$ cat src/rtl/mmio_uart_pkg.sv
// Shared types and register-map constants for the memory-mapped UART transmitter.
package mmio_uart_pkg;

  typedef enum logic [1:0] {
    IDLE  = 2'd0,
    START = 2'd1,
    DATA  = 2'd2,
    STOP  = 2'd3
  } uart_state_t;

  // Word offsets from the register window base.
  localparam logic [31:0] TXDATA_OFS = 32'h0000_0000;
  localparam logic [31:0] STATUS_OFS = 32'h0000_0004;

  // STATUS register bit positions.
  localparam int unsigned ST_BUSY   = 0;
  localparam int unsigned ST_FULL   = 1;
  localparam int unsigned ST_EMPTY  = 2;
  localparam int unsigned ST_OVF    = 3;
  localparam int unsigned ST_CNT_LO = 4;
  localparam int unsigned ST_CNT_HI = 7;

endpackage

$ cat src/rtl/mmio_uart_tx_fifo.sv
// Synchronous FIFO; a push on full is accepted when a pop happens in the same cycle.
module sync_fifo #(
  parameter int unsigned WIDTH = 8,
  parameter int unsigned DEPTH = 8,
  localparam int unsigned AW = $clog2(DEPTH)
) (
  input  logic             clk,
  input  logic             reset,
  input  logic             push,
  input  logic [WIDTH-1:0] push_data,
  input  logic             pop,
  output logic [WIDTH-1:0] pop_data,
  output logic             full,
  output logic             empty,
  output logic [AW:0]      count
);

  localparam logic [AW:0] FULL_CNT = (AW+1)'(DEPTH);

  logic [WIDTH-1:0] mem [DEPTH];
  logic [AW-1:0]    wr_ptr;
  logic [AW-1:0]    rd_ptr;
  logic [AW:0]      cnt;
  logic             do_push;
  logic             do_pop;

  assign do_pop   = pop && (cnt != '0);
  assign do_push  = push && ((cnt != FULL_CNT) || do_pop);
  assign pop_data = mem[rd_ptr];
  assign full     = (cnt == FULL_CNT);
  assign empty    = (cnt == '0);
  assign count    = cnt;

  // Storage array; contents need no reset since the count gates visibility.
  always_ff @(posedge clk) begin
    if (do_push) begin
      mem[wr_ptr] <= push_data;
    end
  end

  // Pointer and occupancy bookkeeping; pointers wrap naturally at DEPTH.
  always_ff @(posedge clk) begin
    if (reset) begin
      wr_ptr <= '0;
      rd_ptr <= '0;
      cnt    <= '0;
    end else begin
      if (do_push) begin
        wr_ptr <= wr_ptr + 1'b1;
      end
      if (do_pop) begin
        rd_ptr <= rd_ptr + 1'b1;
      end
      case ({do_push, do_pop})
        2'b10:   cnt <= cnt + 1'b1;
        2'b01:   cnt <= cnt - 1'b1;
        default: cnt <= cnt;
      endcase
    end
  end

endmodule

$ cat src/rtl/mmio_uart_tx.sv
// Memory-mapped 8N1 UART transmitter: TXDATA/STATUS register window, byte FIFO, serializer.
module mmio_uart_tx
  import mmio_uart_pkg::*;
#(
  parameter logic [31:0] BASE_ADDR    = 32'h0000_0400,
  parameter int unsigned CLKS_PER_BIT = 4,
  parameter int unsigned FIFO_DEPTH   = 8
) (
  input  logic        clk,
  input  logic        reset,
  input  logic [31:0] address_to_mem,
  input  logic [31:0] data_to_mem,
  input  logic        write_enable,
  output logic [31:0] rd_data,
  output logic        hit,
  output logic        tx
);

  localparam int unsigned CW = $clog2(FIFO_DEPTH) + 1;
  localparam int unsigned BW = $clog2(CLKS_PER_BIT);
  localparam logic [BW-1:0] BAUD_LAST = BW'(CLKS_PER_BIT - 1);

  uart_state_t state_q, state_n;
  logic [BW-1:0] baud_q, baud_n;
  logic [2:0]    bit_q, bit_n;
  logic [7:0]    shift_q, shift_n;
  logic          tx_q, tx_n;
  logic          pop;

  logic          hit_tx, hit_status;
  logic          push_req, ovf_set, ovf_clr;
  logic          overflow_q;
  logic [7:0]    fifo_head;
  logic          fifo_full, fifo_empty;
  logic [CW-1:0] fifo_count;
  logic [31:0]   status_word;
  logic          unused_data_bits;

  assign hit_tx     = (address_to_mem == BASE_ADDR + TXDATA_OFS);
  assign hit_status = (address_to_mem == BASE_ADDR + STATUS_OFS);
  assign hit        = hit_tx || hit_status;
  assign push_req   = write_enable && hit_tx;
  assign ovf_set    = push_req && fifo_full && !pop;
  assign ovf_clr    = write_enable && hit_status && data_to_mem[ST_OVF];
  assign tx         = tx_q;
  assign unused_data_bits = ^data_to_mem[31:8];

  sync_fifo #(
    .WIDTH (8),
    .DEPTH (FIFO_DEPTH)
  ) u_fifo (
    .clk       (clk),
    .reset     (reset),
    .push      (push_req),
    .push_data (data_to_mem[7:0]),
    .pop       (pop),
    .pop_data  (fifo_head),
    .full      (fifo_full),
    .empty     (fifo_empty),
    .count     (fifo_count)
  );

  // Sticky overflow flag; a clear in the same cycle as a new overflow wins.
  always_ff @(posedge clk) begin
    if (reset || ovf_clr) begin
      overflow_q <= 1'b0;
    end else if (ovf_set) begin
      overflow_q <= 1'b1;
    end
  end

  // STATUS word assembly.
  always_comb begin
    status_word                       = '0;
    status_word[ST_BUSY]              = (state_q != IDLE);
    status_word[ST_FULL]              = fifo_full;
    status_word[ST_EMPTY]             = fifo_empty;
    status_word[ST_OVF]               = overflow_q;
    status_word[ST_CNT_HI:ST_CNT_LO]  = 4'(fifo_count);
  end

  // Register read mux; TXDATA and unmapped addresses read as zero.
  always_comb begin
    rd_data = '0;
    if (hit_status) begin
      rd_data = status_word;
    end
  end

  // Transmit state, counters, shift register and registered line output.
  always_ff @(posedge clk) begin
    if (reset) begin
      state_q <= IDLE;
      baud_q  <= '0;
      bit_q   <= '0;
      shift_q <= '0;
      tx_q    <= 1'b1;
    end else begin
      state_q <= state_n;
      baud_q  <= baud_n;
      bit_q   <= bit_n;
      shift_q <= shift_n;
      tx_q    <= tx_n;
    end
  end

  // Next-state logic; tx_n is the line level for the coming cycle so tx stays glitch-free.
  always_comb begin
    state_n = state_q;
    baud_n  = baud_q;
    bit_n   = bit_q;
    shift_n = shift_q;
    tx_n    = tx_q;
    pop     = 1'b0;
    case (state_q)
      IDLE: begin
        tx_n = 1'b1;
        if (!fifo_empty) begin
          pop     = 1'b1;
          shift_n = fifo_head;
          baud_n  = '0;
          state_n = START;
          tx_n    = 1'b0;
        end
      end
      START: begin
        tx_n = 1'b0;
        if (baud_q == BAUD_LAST) begin
          baud_n  = '0;
          bit_n   = '0;
          state_n = DATA;
          tx_n    = shift_q[0];
        end else begin
          baud_n = baud_q + 1'b1;
        end
      end
      DATA: begin
        if (baud_q == BAUD_LAST) begin
          baud_n  = '0;
          shift_n = {1'b0, shift_q[7:1]};
          if (bit_q == 3'd7) begin
            state_n = STOP;
            tx_n    = 1'b1;
          end else begin
            bit_n = bit_q + 1'b1;
            tx_n  = shift_q[1];
          end
        end else begin
          baud_n = baud_q + 1'b1;
        end
      end
      STOP: begin
        tx_n = 1'b1;
        if (baud_q == BAUD_LAST) begin
          baud_n = '0;
          if (!fifo_empty) begin
            pop     = 1'b1;
            shift_n = fifo_head;
            state_n = START;
            tx_n    = 1'b0;
          end else begin
            state_n = IDLE;
          end
        end else begin
          baud_n = baud_q + 1'b1;
        end
      end
      default: begin
        state_n = IDLE;
        tx_n    = 1'b1;
      end
    endcase
  end

endmodule

$ cat config.mk
export PLATFORM = sky130hd
export DESIGN_NAME = mmio_uart_tx
export DESIGN_NICKNAME = d
export VERILOG_FILES = /design/src/rtl/mmio_uart_pkg.sv /design/src/rtl/mmio_uart_tx_fifo.sv /design/src/rtl/mmio_uart_tx.sv
export SDC_FILE = /design/constraint.sdc
export NUM_CORES = 1
export LEC_CHECK = 0
export ABC_AREA = 1
export ABC_CLOCK_PERIOD_IN_PS = 2600
export CELL_PAD_IN_SITES_DETAIL_PLACEMENT = 0
export CELL_PAD_IN_SITES_GLOBAL_PLACEMENT = 2
export CORE_MARGIN = 2
export CORE_UTILIZATION = 27
export DETAILED_ROUTE_END_ITERATION = 8
export GPL_TIMING_DRIVEN = 0
export PLACE_DENSITY = 0.82
export SYNTH_ARGS = -nofsm -noshare
export SYNTH_HDL_FRONTEND = slang
export SYNTH_SLANG_ARGS = --single-unit
export TNS_END_PERCENT = 10
$ cat constraint.sdc
create_clock -name clk -period 2.6 [get_ports clk]
set_clock_uncertainty 0.2 [all_clocks]
set_input_delay 0.78 -clock clk [delete_from_list [all_inputs] [get_ports clk]]
set_output_delay 0.78 -clock clk [all_outputs]
set_load 0.01 [all_outputs]
==> impl_summary.md <==
Status
The run finished, with violations left. The final reports fail on negative setup slack.

Route
In this run, the number of DRC markers left after iteration 0 of detailed routing was 172. The post-route DRC violation count is 0. The routed wire length per instance is 13.3 um. The antenna violation net count after detailed routing is 0.

The ratio of routed vias to standard cells is around 4.3. The number of iterations in the first detailed-routing pass is 4. The sum of routed wire length over all layers is 10600 um. For this block, the via count after detailed routing is between 3k and 4k.

Floorplan
For this design the top-level I/O count stands at between 100 and 150. The floorplan step set the die height to 132 um. After floorplanning, the core was divided into 46 placement rows. The core outline area is about 16000 um^2.

Measured along the x axis, the die boundary spans ~130 um. The floorplan step defined a die boundary enclosing 17500 um^2. The initial cell density of the core is 27.8%.

Pwr
The leakage power is about 2.3 nW. The total power of the final layout is approximately 0.0042 W. The highest ir drop seen on vdd is around 270 uV.

In this run the power density over the cells is 755 nW/um^2.

Critical path
In this design, the stage delay of the slowest critical-path cell is 0.18 ns. The worst register-to-register path has a setup slack of 0.03 ns. The worst register-to-register path begins at state_q[0]$_SDFFE_PP0P_. Traced cell by cell, the critical path runs through buf_2, nor2_1, nand2_1, nor2_2, nand4_1, buf_6, nor3_2, buf_2. Together, buffers and inverters on the worst path number 3.

The critical path start-end classification is primary input to output pin. STA puts the critical path data required time at approximately 1.6 ns. STA classifies the critical path startpoint as a primary input. In this run the worst path has a maximum fanout of 5.

For the worst setup path, the data arrival time is 1.72 ns. Among cell families on the critical path, the largest total delay comes from simple AND/OR/NAND/NOR gates. STA classifies the critical path endpoint as an output pin. The number of cells on the worst reg-to-reg path is 7.

The endpoint identified for the worst register-to-register timing path is u_fifo.mem[6][7]$_DFFE_PP_. The most repeated library cell on the critical path is sky130_fd_sc_hd__buf_2. The slowest stage of the critical path is the sky130_fd_sc_hd__buf_6 cell.

Layout
The finished layout holds 797 standard cells, fillers aside. The fill cell total of the finished layout is 1657. The net count of the finished layout is about 660. Of the cells placed in the final design, the portion with a size suffix greater than 1 is 22.7%. The repair_antennas step left the layout with diodes totalling 0. The growth of design area from synthesis to finish is 26.4%.

Worst hold path
The worst hold path passes through 2 cells. The path class of the tightest hold or removal check is flop to flop. The startpoint identified for the worst hold timing path is u_fifo.rd_ptr[2]$_SDFFE_PP0P_.

CTS
The tree is rooted in a sky130_fd_sc_hd__clkbuf_16. The number of clock buffers added by TritonCTS is 9. The later pin in the worst-skew pair is clocked with a latency of about 0.33 ns. The worst-case clock buffer depth is 2. Buffers inserted to repair hold after CTS numbered 0. The clock tree synthesis step divided the H-tree into 3 levels.

The total number of clock tree sinks is 94. After clock tree synthesis, the clock-pin slew on the worst setup and hold paths is roughly 0.06 ns. TritonCTS built the clock tree.

GRT
The number of global-route vias before repair is around 3.4k. The first-pass GRT wire length is 17000 um. The initial antenna violation count is 0.

Summed over all layers, the global routing overflow is 0. Entering global routing, the biggest net connects 16 pins. The overall track demand over capacity in global routing is 12.4%.

Synth
The sequential cell area fraction in the yosys report is 56.7%. Synthesis produced a netlist whose cell count is between 400 and 500. For this run, the leading register cell type out of synthesis is sky130_fd_sc_hd__edfxtp_1. The most common cell in the synthesized netlist is sky130_fd_sc_hd__nand2_1. Sorting the synthesized cells by area gives the leading types as sky130_fd_sc_hd__edfxtp_1 (43%), sky130_fd_sc_hd__dfxtp_1 (13%), sky130_fd_sc_hd__nand2_1 (9.0%), sky130_fd_sc_hd__nand3_1 (6.9%), sky130_fd_sc_hd__nor2_1 (5.8%). The xor and xnor area share after synthesis is 0.787%.

Ranked by instance count, the synthesized netlist is headed by sky130_fd_sc_hd__nand2_1 (107), sky130_fd_sc_hd__nor2_1 (69), sky130_fd_sc_hd__edfxtp_1 (64). The mapped netlist covers around 4400 um^2. After synthesis, the largest area contributor takes up 43.2% of total cell area. The distinct cell type count of the synthesized netlist is 29. After synthesis the netlist holds a flip-flop and latch count of 94. The proportion of synthesized flip-flops having asynchronous set or reset is 0%. Summing the areas of all compound-gate instances in the mapped netlist gives under 10% of the synthesized area. Yosys printed 0 warnings. The synthesized area per cell is 9.14 um^2.

sky130_fd_sc_hd__edfxtp_1 takes more of the synthesized area than any other cell. Of the total synthesized cell area, the portion taken by full adders, half adders and majority gates is around 3.7%. Summing the areas of all and, or, nand and nor instances in the mapped netlist gives 24.3% of the synthesized area.

The share of synthesized area spent on multiplexers is 0%. The number of enable-type register cells in the synthesized netlist is 64. The combinational family with the most area after synthesis is simple AND/OR/NAND/NOR gates.

Place
Detailed placement finished with a half-perimeter wire length of 7400 um. The final weighted congestion in routability-driven placement is 0.764. The number of input and output port buffers inserted is 52. Once placement completed, the tool counted placed cells totaling 778. The pre-CTS worst setup slack is -1.20 ns.

Timing
The worst path uses 104% of the clock period. The time the final worst path needs with I/O delays and setup is 2.70 ns. The total negative slack is -0.689 ns. The worst pin sits at a relative slew slack of 59.8%. Setup repair after global routing could not meet its margin everywhere. Static timing analysis puts the maximum clock frequency at 0.370 GHz. The slew of the pin with the lowest slew margin is 0.603 ns. The final worst slack is -0.104 ns. The number of pins with negative max-slew slack in the final report came to 0. The number of setup violations in the final report is 9. The final number of hold-violating endpoints is 0.

Flow run
The reported max-cap violation count is 0.
[placed cells by master (no fill, tap or decap), types with 15 or more instances in the layout]
| master | count |
|---|---|
| sky130_fd_sc_hd__buf_4 | 27 |
| sky130_fd_sc_hd__o21ai_0 | 17 |
| sky130_fd_sc_hd__inv_1 | 30 |
| sky130_fd_sc_hd__nand3_1 | 61 |
| sky130_fd_sc_hd__a21oi_1 | 25 |
| sky130_fd_sc_hd__edfxtp_1 | 64 |
| sky130_fd_sc_hd__nor2_2 | 20 |
| sky130_fd_sc_hd__dfxtp_1 | 29 |
| sky130_fd_sc_hd__conb_1 | 24 |
| sky130_fd_sc_hd__buf_6 | 15 |
| sky130_fd_sc_hd__buf_2 | 37 |
| sky130_fd_sc_hd__nor2_1 | 49 |
| sky130_fd_sc_hd__nand2_1 | 106 |
[logic make-up (layout without fill, tap and decap cells)]
family | Yosys count | after routing
xor+xnor | 4 | 4
buf+inv | 72 | 143
other cells | 1 | 24
simple gates | 253 | 253
fa+ha+maj | 13 | 13
flops | 94 | 94
compound gates | 50 | 50
[where the power goes]
group | switching [W] | internal [W] | total [W] | leakage, nW
combinational | 0.000823 | 0.000484 | 0.00131 | 1.32
clock | 0.000535 | 0.000644 | 0.00118 | 0.125
sequential | 0.0000709 | 0.00169 | 0.00176 | 0.820
total | 0.00143 | 0.00282 | 0.00425 | 2.27
[through the flow]
step / hold slack, ns / util [%] / cell area [um^2]
after floorplan: 0.229 / - / 4570
after global placement: 0.243 / 33.5 / 5360
after detailed placement: 0.252 / 33.5 / 5360
after CTS: 0.262 / 34.5 / 5520
after global routing: 0.288 / 35.2 / 5630
final: 0.263 / 35.2 / 5630
[registers in the layout (all words and copies together) (netlist names), named ones only]
register       flops
u_fifo.mem        64
shift_q            8
u_fifo.count       4
bit_q              3
u_fifo.rd_ptr      3
u_fifo.wr_ptr      3
baud_q             2
state_q            2
overflow_q         1
tx                 1
[worst max-delay path by stage]
stage / from / depth (start not counted) / slack (ns) / to
2_1_floorplan: address_to_mem[31] / 5 / -0.01 / rd_data[1]
3_3_place_gp: address_to_mem[10] / 8 / -1.18 / rd_data[1]
3_5_place_dp: address_to_mem[10] / 8 / -1.20 / rd_data[1]
4_1_cts: address_to_mem[26] / 8 / -0.21 / rd_data[1]
5_1_grt: address_to_mem[9] / 8 / -0.19 / rd_data[1]
6_report: address_to_mem[28] / 8 / -0.10 / rd_data[1]
[worst register-to-register path, stage by stage (launching register included)]
cell                      delay [ns]
sky130_fd_sc_hd__dfxtp_2        0.36
sky130_fd_sc_hd__inv_1          0.09
sky130_fd_sc_hd__ha_1           0.31
sky130_fd_sc_hd__inv_1          0.07
sky130_fd_sc_hd__nand2_2        0.06
sky130_fd_sc_hd__nand4_1        0.21
sky130_fd_sc_hd__nand4_1        0.35
sky130_fd_sc_hd__nor2_2         0.55
[repair_timing]
action	4_1_cts	5_1_grt
cloned	1	0
setup buffers	1	2
hold endpoints to repair	0	0
resized for setup	153	28
pin swaps	31	20
setup endpoints to repair	77	76
[layout make-up]
cell class / instances / area, um^2 / share of cell area [%]
tap: 216 / 270 / 4.80
clock buffer: 10 / 229 / 4.07
buffer: 40 / 263 / 4.67
inverter: 32 / 120 / 2.14
sequential: 94 / 2520 / 44.9
multi-input combinational: 344 / 1750 / 31.2
timing repair buffer: 56 / 428 / 7.61
clock inverter: 5 / 37.5 / 0.667
[metal layers]
layer  global-route usage (%)  routed length [um]  vias up  share of wire, %
li1                         -                   -     1762                 -
met1                     15.0                4540     1568                43
met2                     22.5                5370      108                51
met3                     1.92                 551        6               5.2
met4                     4.06                 119        0               1.1
met5                        0                   0        -                 0
Power figures use the tool's default switching activity.
